`src/rtl/gesture_uart_rx_if.sv`:
```
// Signal bundle between the gesture UART receiver and its host-side driver/observer.
// slave = receiver side, master = side that drives rx and watches the gesture outputs.
interface gesture_uart_rx_if;
   logic       rx;
   logic [7:0] gesture;
   logic       gesture_strobe;
   logic       frame_err;
   logic [7:0] err_count;

   modport master (output rx, input gesture, gesture_strobe, frame_err, err_count);
   modport slave  (input rx, output gesture, gesture_strobe, frame_err, err_count);
endinterface

```
`src/rtl/gesture_uart_rx.sv`:
```
// UART gesture-frame receiver: 8N1 bit FSM feeding a frame FSM (A5, code[, ~code]).
// Optional checksum byte is enabled by defining GESTURE_RX_CHECKSUM_EN.
//
// bit FSM    | meaning
// B_IDLE     | line idle, waiting for a synchronized falling edge
// B_START    | half-bit wait, then confirm the start bit is still low
// B_DATA     | eight mid-bit samples, LSB first
// B_STOP     | mid-bit stop sample, then straight back to idle
//
// frame FSM    | meaning
// F_WAIT_SYNC  | hunting for the 0xA5 sync byte
// F_WAIT_CODE  | sync seen, expecting a gesture code
// F_WAIT_CHECK | code latched, expecting its complement (checksum build only)
module gesture_uart_rx #(
   parameter int CLK_HZ        = 50000000,
   parameter int BAUD          = 115200,
   parameter int MAX_CODE      = 11,
   parameter int FRAME_TIMEOUT = 100000
) (
   input  logic               clk,
   input  logic               reset,
   gesture_uart_rx_if.slave   bus
);

   localparam int CLKS_PER_BIT = CLK_HZ / BAUD;
   localparam int TW = $clog2(CLKS_PER_BIT + 1);
   localparam int OW = $clog2(FRAME_TIMEOUT + 1);
   localparam logic [TW-1:0] HALF_LOAD = TW'(CLKS_PER_BIT / 2 - 1);
   localparam logic [TW-1:0] BIT_LOAD  = TW'(CLKS_PER_BIT - 1);
   localparam logic [OW-1:0] TO_LOAD   = OW'(FRAME_TIMEOUT - 1);
   localparam logic [7:0]    SYNC_BYTE = 8'hA5;
   localparam logic [7:0]    MAX_LEGAL = 8'(MAX_CODE);

   typedef enum logic [1:0] {B_IDLE, B_START, B_DATA, B_STOP} bit_state_t;
   typedef enum logic [1:0] {F_WAIT_SYNC, F_WAIT_CODE, F_WAIT_CHECK} frame_state_t;

   logic rx_s1, rx_s2, rx_d, rx_fall;

   always_ff @(posedge clk or posedge reset) begin
      if (reset) begin
         rx_s1 <= 1'b1;
         rx_s2 <= 1'b1;
         rx_d  <= 1'b1;
      end else begin
         rx_s1 <= bus.rx;
         rx_s2 <= rx_s1;
         rx_d  <= rx_s2;
      end
   end

   assign rx_fall = rx_d & ~rx_s2;

   bit_state_t    bit_state, bit_next;
   logic [TW-1:0] bit_timer;
   logic [2:0]    bit_idx;
   logic [7:0]    shreg;
   logic          bit_tick, byte_done_c, stop_bad_c;
   logic          byte_valid, stop_err;

   assign bit_tick = (bit_timer == '0);

   always_ff @(posedge clk or posedge reset) begin
      if (reset) bit_state <= B_IDLE;
      else       bit_state <= bit_next;
   end

   always_comb begin
      bit_next = bit_state;
      case (bit_state)
         B_IDLE:  if (rx_fall) bit_next = B_START;
         B_START: if (bit_tick) bit_next = rx_s2 ? B_IDLE : B_DATA;
         B_DATA:  if (bit_tick && bit_idx == 3'd7) bit_next = B_STOP;
         B_STOP:  if (bit_tick) bit_next = B_IDLE;
         default: bit_next = B_IDLE;
      endcase
   end

   always_comb begin
      byte_done_c = 1'b0;
      stop_bad_c  = 1'b0;
      if (bit_state == B_STOP && bit_tick) begin
         byte_done_c = rx_s2;
         stop_bad_c  = ~rx_s2;
      end
   end

   always_ff @(posedge clk or posedge reset) begin
      if (reset) begin
         bit_timer  <= '0;
         bit_idx    <= '0;
         shreg      <= '0;
         byte_valid <= 1'b0;
         stop_err   <= 1'b0;
      end else begin
         byte_valid <= byte_done_c;
         stop_err   <= stop_bad_c;
         case (bit_state)
            B_IDLE: if (rx_fall) bit_timer <= HALF_LOAD;
            B_START, B_STOP: begin
               if (bit_tick) begin
                  bit_timer <= BIT_LOAD;
                  bit_idx   <= '0;
               end else begin
                  bit_timer <= bit_timer - TW'(1);
               end
            end
            B_DATA: begin
               if (bit_tick) begin
                  bit_timer <= BIT_LOAD;
                  bit_idx   <= bit_idx + 3'd1;
                  shreg     <= {rx_s2, shreg[7:1]};
               end else begin
                  bit_timer <= bit_timer - TW'(1);
               end
            end
            default: ;
         endcase
      end
   end

   frame_state_t  frame_state, frame_next;
   logic [OW-1:0] to_cnt;
   logic          timeout, code_legal, accept_c, err_c;
   logic          accept_q, err_q;
   logic [7:0]    accept_code, accept_code_q;

   assign code_legal = (shreg != 8'd0) && (shreg <= MAX_LEGAL);
   // byte_valid wins over an expiring timer so a byte arriving on the last cycle still counts
   assign timeout = (frame_state != F_WAIT_SYNC) && (to_cnt == '0) && !byte_valid;

`ifdef GESTURE_RX_CHECKSUM_EN
   logic [7:0] code_q;

   always_ff @(posedge clk or posedge reset) begin
      if (reset)
         code_q <= '0;
      else if (frame_state == F_WAIT_CODE && frame_next == F_WAIT_CHECK)
         code_q <= shreg;
   end

   assign accept_code = code_q;
`else
   assign accept_code = shreg;
`endif

   always_ff @(posedge clk or posedge reset) begin
      if (reset) frame_state <= F_WAIT_SYNC;
      else       frame_state <= frame_next;
   end

   always_comb begin
      frame_next = frame_state;
      if (stop_err || timeout) begin
         frame_next = F_WAIT_SYNC;
      end else if (byte_valid) begin
         case (frame_state)
            F_WAIT_SYNC: if (shreg == SYNC_BYTE) frame_next = F_WAIT_CODE;
            F_WAIT_CODE: begin
               if (shreg == SYNC_BYTE)
                  frame_next = F_WAIT_CODE;
`ifdef GESTURE_RX_CHECKSUM_EN
               else if (code_legal)
                  frame_next = F_WAIT_CHECK;
`endif
               else
                  frame_next = F_WAIT_SYNC;
            end
            default: frame_next = F_WAIT_SYNC;
         endcase
      end
   end

   always_comb begin
      accept_c = 1'b0;
      err_c    = 1'b0;
      if (stop_err || timeout) begin
         err_c = 1'b1;
      end else if (byte_valid) begin
         case (frame_state)
            F_WAIT_CODE: begin
               if (shreg != SYNC_BYTE) begin
`ifdef GESTURE_RX_CHECKSUM_EN
                  err_c = ~code_legal;
`else
                  accept_c = code_legal;
                  err_c    = ~code_legal;
`endif
               end
            end
`ifdef GESTURE_RX_CHECKSUM_EN
            F_WAIT_CHECK: begin
               accept_c = (shreg == ~code_q);
               err_c    = (shreg != ~code_q);
            end
`endif
            default: ;
         endcase
      end
   end

   always_ff @(posedge clk or posedge reset) begin
      if (reset) begin
         to_cnt <= '0;
      end else if (frame_state == F_WAIT_SYNC || byte_valid) begin
         to_cnt <= TO_LOAD;
      end else if (to_cnt != '0) begin
         to_cnt <= to_cnt - OW'(1);
      end
   end

   logic [7:0] gesture_q, err_count_q;
   logic       strobe_q, frame_err_q;

   always_ff @(posedge clk or posedge reset) begin
      if (reset) begin
         accept_q      <= 1'b0;
         err_q         <= 1'b0;
         accept_code_q <= '0;
         gesture_q     <= '0;
         strobe_q      <= 1'b0;
         frame_err_q   <= 1'b0;
         err_count_q   <= '0;
      end else begin
         accept_q    <= accept_c;
         err_q       <= err_c;
         if (accept_c) accept_code_q <= accept_code;
         strobe_q    <= accept_q;
         frame_err_q <= err_q;
         if (accept_q) gesture_q <= accept_code_q;
         if (err_q && err_count_q != 8'hFF) err_count_q <= err_count_q + 8'd1;
      end
   end

   assign bus.gesture        = gesture_q;
   assign bus.gesture_strobe = strobe_q;
   assign bus.frame_err      = frame_err_q;
   assign bus.err_count      = err_count_q;

endmodule
```
`src/flat_wrapper.sv`:
```
// flat-port wrapper written by rule: the top's interface ports become plain ports
module gesture_uart_rx_flat 
#(
   parameter int CLK_HZ        = 50000000,
   parameter int BAUD          = 115200,
   parameter int MAX_CODE      = 11,
   parameter int FRAME_TIMEOUT = 100000
)
  (clk, reset, bus_rx, bus_gesture, bus_gesture_strobe, bus_frame_err, bus_err_count);
  gesture_uart_rx_if bus_i ();
  input  logic clk;
  input  logic reset;
  input wire logic [$bits(bus_i.rx)-1:0] bus_rx;
  output wire logic [$bits(bus_i.gesture)-1:0] bus_gesture;
  output wire logic [$bits(bus_i.gesture_strobe)-1:0] bus_gesture_strobe;
  output wire logic [$bits(bus_i.frame_err)-1:0] bus_frame_err;
  output wire logic [$bits(bus_i.err_count)-1:0] bus_err_count;
  assign bus_i.rx = bus_rx;
  assign bus_gesture = bus_i.gesture;
  assign bus_gesture_strobe = bus_i.gesture_strobe;
  assign bus_frame_err = bus_i.frame_err;
  assign bus_err_count = bus_i.err_count;
  gesture_uart_rx #(.CLK_HZ(CLK_HZ), .BAUD(BAUD), .MAX_CODE(MAX_CODE), .FRAME_TIMEOUT(FRAME_TIMEOUT)) u_core (.clk(clk), .reset(reset), .bus(bus_i));
endmodule
```
`config.mk`:
```
export PLATFORM = sky130hd
export DESIGN_NAME = gesture_uart_rx_flat
export DESIGN_NICKNAME = d
export VERILOG_FILES = /design/src/rtl/gesture_uart_rx_if.sv /design/src/rtl/gesture_uart_rx.sv /design/src/flat_wrapper.sv
export SDC_FILE = /design/constraint.sdc
export NUM_CORES = 1
export LEC_CHECK = 0
export ABC_CLOCK_PERIOD_IN_PS = 2900
export BUFFER_PORTS_ARGS = -buffer_cell sky130_fd_sc_hd__clkbuf_2
export CAP_MARGIN = 5
export CORE_MARGIN = 2
export CORE_UTILIZATION = 25
export CTS_BUF_LIST = sky130_fd_sc_hd__clkbuf_16
export CTS_CLUSTER_DIAMETER = 200
export DETAILED_ROUTE_END_ITERATION = 8
export SKIP_LAST_GASP = 1
export SYNTH_ARGS = -nofsm -noshare
export SYNTH_HDL_FRONTEND = slang
export SYNTH_SLANG_ARGS = --single-unit
```
`constraint.sdc`:
```
create_clock -name clk -period 2.9 [get_ports clk]
set_input_delay 0.435 -clock clk [delete_from_list [all_inputs] [get_ports clk]]
set_output_delay 0.435 -clock clk [all_outputs]
set_load 0.01 [all_outputs]
```
Yosys cells after proc, flatten, opt, wreduce, memory -nomap -nowiden
Index checks and enable logic that the tools add are counted.
{ "totals": {"register_bits": 74, "input_bits": 3, "output_inout_bits": 18, "wordCells": 95} }
{ "op_classes": {"n_addsub": 4, "magnitude_cmp": 1, "eq_ne": 15, "n_mux": 29, "bitwise_logic": 3, "n_reduce_logical": 25} }
{ "op_table": {"columns": ["cell", "count"], "rows": [
  ["2-to-1 mux 17 bit", 2],
  ["2-to-1 mux 9 bit", 2],
  ["case mux 9 bit (2 select lines)", 1],
  ["zero test 17 bit", 1],
  ["nonzero test 17 bit", 1],
  ["subtractor 17 x 1 -> 17 bit (second input constant)", 1],
  ["2-to-1 mux 2 bit", 8],
  ["!= test 8 bit (second input constant)", 2],
  ["!= test 2 x 1 -> 1 bit (second input constant)", 6],
  ["2-to-1 mux 1 bit", 11],
  ["zero test 9 bit", 1],
  ["subtractor 9 x 1 -> 9 bit (second input constant)", 1],
  ["adder 8 x 1 -> 8 bit (second input constant)", 1],
  ["== test 8 bit (second input constant)", 1],
  ["<= comparator 8 x 4 -> 1 bit (second input constant)", 1],
  ["case mux 2 bit (4 select lines)", 1],
  ["nonzero test 2 bit", 4],
  ["nonzero test 8 bit", 1],
  ["logical AND 1 bit", 6],
  ["2-to-1 mux 3 bit", 2],
  ["case mux 3 bit (2 select lines)", 1],
  ["== test 2 x 1 -> 1 bit (second input constant)", 2],
  ["== test 2 bit (second input constant)", 2],
  ["zero test 2 bit", 2],
  ["other kinds (13)", 16]
]} }

Logic depth before layout (Yosys ltp)
{ "depth": {"depth_word": 7, "mapped_depth": 7} }

Least setup slack after synthesis
Ideal clock, no wire load.
{ "synth_path": {"path_kind": "register to register", "start": "reg u_core.bit_timer[0]", "end": "reg u_core.shreg[0] (netlist: u_core.accept_code[0])", "arrival_time_ps": 1746, "t_required_ps": 2775, "setup_slack_ps": 1030, "stages_incl_launch_ff": 8, "n_path_buf": 1, "synth_period_minus_slack_ps": 1870, "cell_sequence": "dfrtp_1 > inv_1 > ha_1 > nor3b_2 > nand3_1 > or2_1 > buf_2 > mux2_2"} }
{ "synth_between": {"elab_chain_len": 2} }
{ "synth_rtl": {"columns": ["element", "line", "rtl"], "rows": [
  ["start: declaration", "gesture_uart_rx.sv:54", "logic [TW-1:0] bit_timer;"],
  ["start signal: assignment", "gesture_uart_rx.sv:104", "bit_timer <= bit_timer - TW'(1);"],
  ["start signal: assignment", "gesture_uart_rx.sv:113", "bit_timer <= bit_timer - TW'(1);"],
  ["zero test 9 bit", "gesture_uart_rx.sv:60", "assign bit_tick = (bit_timer == '0);"],
  ["AND reduction 2 bit (no line)", null, null],
  ["end signal: assignment", "gesture_uart_rx.sv:111", "shreg <= {rx_s2, shreg[7:1]};"],
  ["end: declaration", "gesture_uart_rx.sv:56", "logic [7:0] shreg;"]
]} }
No other way between the ends.
A chain may end at the register's enable or synchronous reset.

Worst setup path in the final report
{ "layout_path": {"start": "reg u_core.bit_timer[0]", "end": "reg u_core.shreg[1] (netlist: u_core.accept_code[1])"} }
The elaborated chain is that of the path after synthesis.

==> metrics.txt <==
Post-Synth Adder-Cell Area 0.02281; Seq/Total Area, Yosys 0.5563; CP startpoint kind register; die width 118.7 um; first-pass GRT wire length 10920 um; CP max-delay cell or2_1; ANT cells 0; Post-Synthesis Net Count 305; Required @ worst endpoint 3110 ps; critical path's largest stage delay 420 ps; CP arrival 2290 ps; mapped cell area 0.003291 sq mm; hold buffers post-CTS 0; pre-CTS setup slack 804.2 ps; routability cong. 0.8464; Clock Latency Late Sink 330 ps; DRT Pass-1 Iters 4; total global-route track usage 0.09522; Avg Inst Size Synth 11.12 sq um; Distinct cells, synth 47; flops & latches, synth 73; Finish-stage setup viols 0; die area 0.01410 sq mm; Worst Clk Skew 7.381 ps; cell row count 41; clk buf depth 2; Critical Path Sink Type register; fin worst setup slack 816.4 ps; period utilization 0.7185; leakage 1.704 nW; Reg clk slew, reported paths 60 ps; Slew HR 0.4548; Final Critical Period 2084 ps; power after layout 2.472 mW; Top Ports 21; Synth Area in Compound Gates 0.1167; Layout Area Growth over Synthesis 17.87%; DRT iter0 DRCs 169; initial antenna violation count 0; Post-route DRC 0; global route overflow 0; cell count after synthesis 296; Peak VDD IR 0.3760 mV; mux share of post-synthesis cell area 0.08137; PostCTS Resize Cnt 0; Finished Layout Cells 497; FILL cells 1325; RSZ-0062 raised after global routing false; Post-Route Setup TNS 0 ps; DP Wirelength 4321 um; min-delay worst type in2async; async set or reset register ratio after synthesis 1.000; PD cells 637.4 mW/mm^2; Synth Area in XOR/XNOR 0.01331; kind of critical path reg2reg; DR WL/cell 12.79 um; root buffer cell clkbuf_16; number of warnings issued by yosys 0; I/O Buffers 20; Routed WL 6359 um; Worst Path Max Fanout 9; vias in the first global route 2360; TritonCTS sink count 73; CP cell instances inv_1, ha_1, nor3b_2, nand3_1, or2_1, mux2_2; Final #Nets 329; placed insts 481; Final Util 0.3049; Max-Cap Viols 0; hold_ws 78.39 ps; Worst Max-Slew Pin Slew 816.1 ps; final max-slew violation count 0; design area 0.003879 sq mm; Vias 2353; largest family of logic cells by synthesized area simple AND/OR/NAND/NOR gates; Post-CTS Setup Repair Bufs 0; placed inst area 0.003583 sq mm; Num CTS Buffers 9; Max Fclk 479.9 MHz; share of cells above drive strength 1 0.2185; FF-to-FF setup slack 820 ps; Core Region 0.01272 sq mm; status finished clean; Post-Synth Simple-Gate Area 0.1844; largest net degree at the start of global routing 36; Chip Height 118.7 um; prevailing post-synth register cell dfrtp_1; Antenna Violating Nets Remaining 0; Post-synth EDFFs 0; final number of hold-violating endpoints 0; Via density 4.734; TritonCTS clock tree yes; H-tree depth 3; initial core utilization 0.2587
[flip-flops by register name, indices dropped and copies added, names as in the netlist, named ones only]
register	flops
u_core.stop_err	1
u_core.rx_s1	1
u_core.bit_state	1
u_core.bus.gesture	8
u_core.accept_q	1
u_core.rx_d	1
u_core.bit_timer	9
u_core.bit_idx	3
u_core.byte_valid	1
u_core.frame_state	1
u_core.rx_s2	1
u_core.bus.gesture_strobe	1
u_core.err_q	1
u_core.to_cnt	17
u_core.accept_code	8
u_core.bus.frame_err	1
u_core.bus.err_count	8
u_core.accept_code_q	8
[layout make-up]
type                       instances  area [sq um]  share of cell area
sequential                        73          1831              0.4719
timing repair buffer              22         115.1             0.02968
inverter                          12         45.04             0.01161
tap                              172         215.2             0.05548
clock inverter                     7         70.07             0.01806
multi-input combinational        202          1378              0.3552
clock buffer                       9         225.2             0.05806
[placed cells by master (no fill, tap or decap), types with 4 or more instances in the layout]
cell / count
dfrtp_1: 70
nor2_1: 22
mux2_2: 22
clkbuf_2: 20
o21ai_0: 19
nand2_1: 17
a21oi_1: 15
nand3_1: 11
inv_1: 11
or4_1: 9
clkbuf_16: 9
o31ai_1: 8
nor3_1: 7
nand4_1: 6
ha_1: 6
nor4_1: 4
or2_2: 4
nor2b_1: 4
[cell usage after synthesis, types with 4 or more instances]
| master | n | area (sq um) |
|---|---|---|
| o31ai_1 | 8 | 60.06 |
| nand4_1 | 6 | 37.54 |
| ha_1 | 6 | 75.07 |
| or2_2 | 4 | 25.02 |
| dfrtp_1 | 70 | 1752 |
| nand3_1 | 11 | 55.05 |
| mux2_2 | 22 | 247.7 |
| nor3_1 | 7 | 35.03 |
| nor4_1 | 4 | 25.02 |
| or4_1 | 9 | 67.56 |
| clkbuf_1 | 5 | 18.77 |
| inv_1 | 12 | 45.04 |
| nand2_1 | 17 | 63.81 |
| o21ai_0 | 19 | 95.09 |
| a21oi_1 | 15 | 75.07 |
| nor2b_1 | 4 | 25.02 |
| nor2_1 | 22 | 82.58 |
[cells by family (layout without fill, tap and decap cells)]
family                   count (synthesis)  in the layout
AO/OA/AOI/OAI                           61             61
AND/OR/NAND/NOR                        106            106
buffers and inverters                   21             50
flip-flops                              73             73
multiplexers                            24             24
XOR/XNOR                                 5              5
adder cells (fa/ha/maj)                  6              6
[metal layers]
| layer | vias up | track usage | share of wire |
|---|---|---|---|
| li1 | 1132 | - | - |
| met1 | 1181 | 0.1123 | 0.47 |
| met4 | 0 | 0.04315 | 0.015 |
| met5 | - | 0 | 0 |
| met3 | 6 | 0.02847 | 0.025 |
| met2 | 34 | 0.1591 | 0.49 |
[critical path, delay by kind of cell, from the launching register on]
family	cells	cell delay, ps
fa+ha+maj	1	180
buf+inv	1	90
flops	1	390
mux	1	330
simple gates	3	980
[report_power, final]
group	switching, mW	total [mW]	internal [mW]
logic	0.125	0.227	0.102
clock network	0.417	1.08	0.663
registers	0.0716	1.16	1.09
[final timing paths]
check,start,to,depth (start not counted)
max,u_core.bit_timer[0],u_core.accept_code[1],6
min,reset,u_core.bus.gesture_strobe,2
max reg2reg,u_core.bit_timer[0],u_core.accept_code[1],6
min reg2reg,u_core.rx_s1,u_core.rx_s2,0
max in group asynchronous,reset,u_core.rx_s1,3
min in group clk,bus_rx,u_core.rx_s1,1
(Power assumes the default switching activity.)
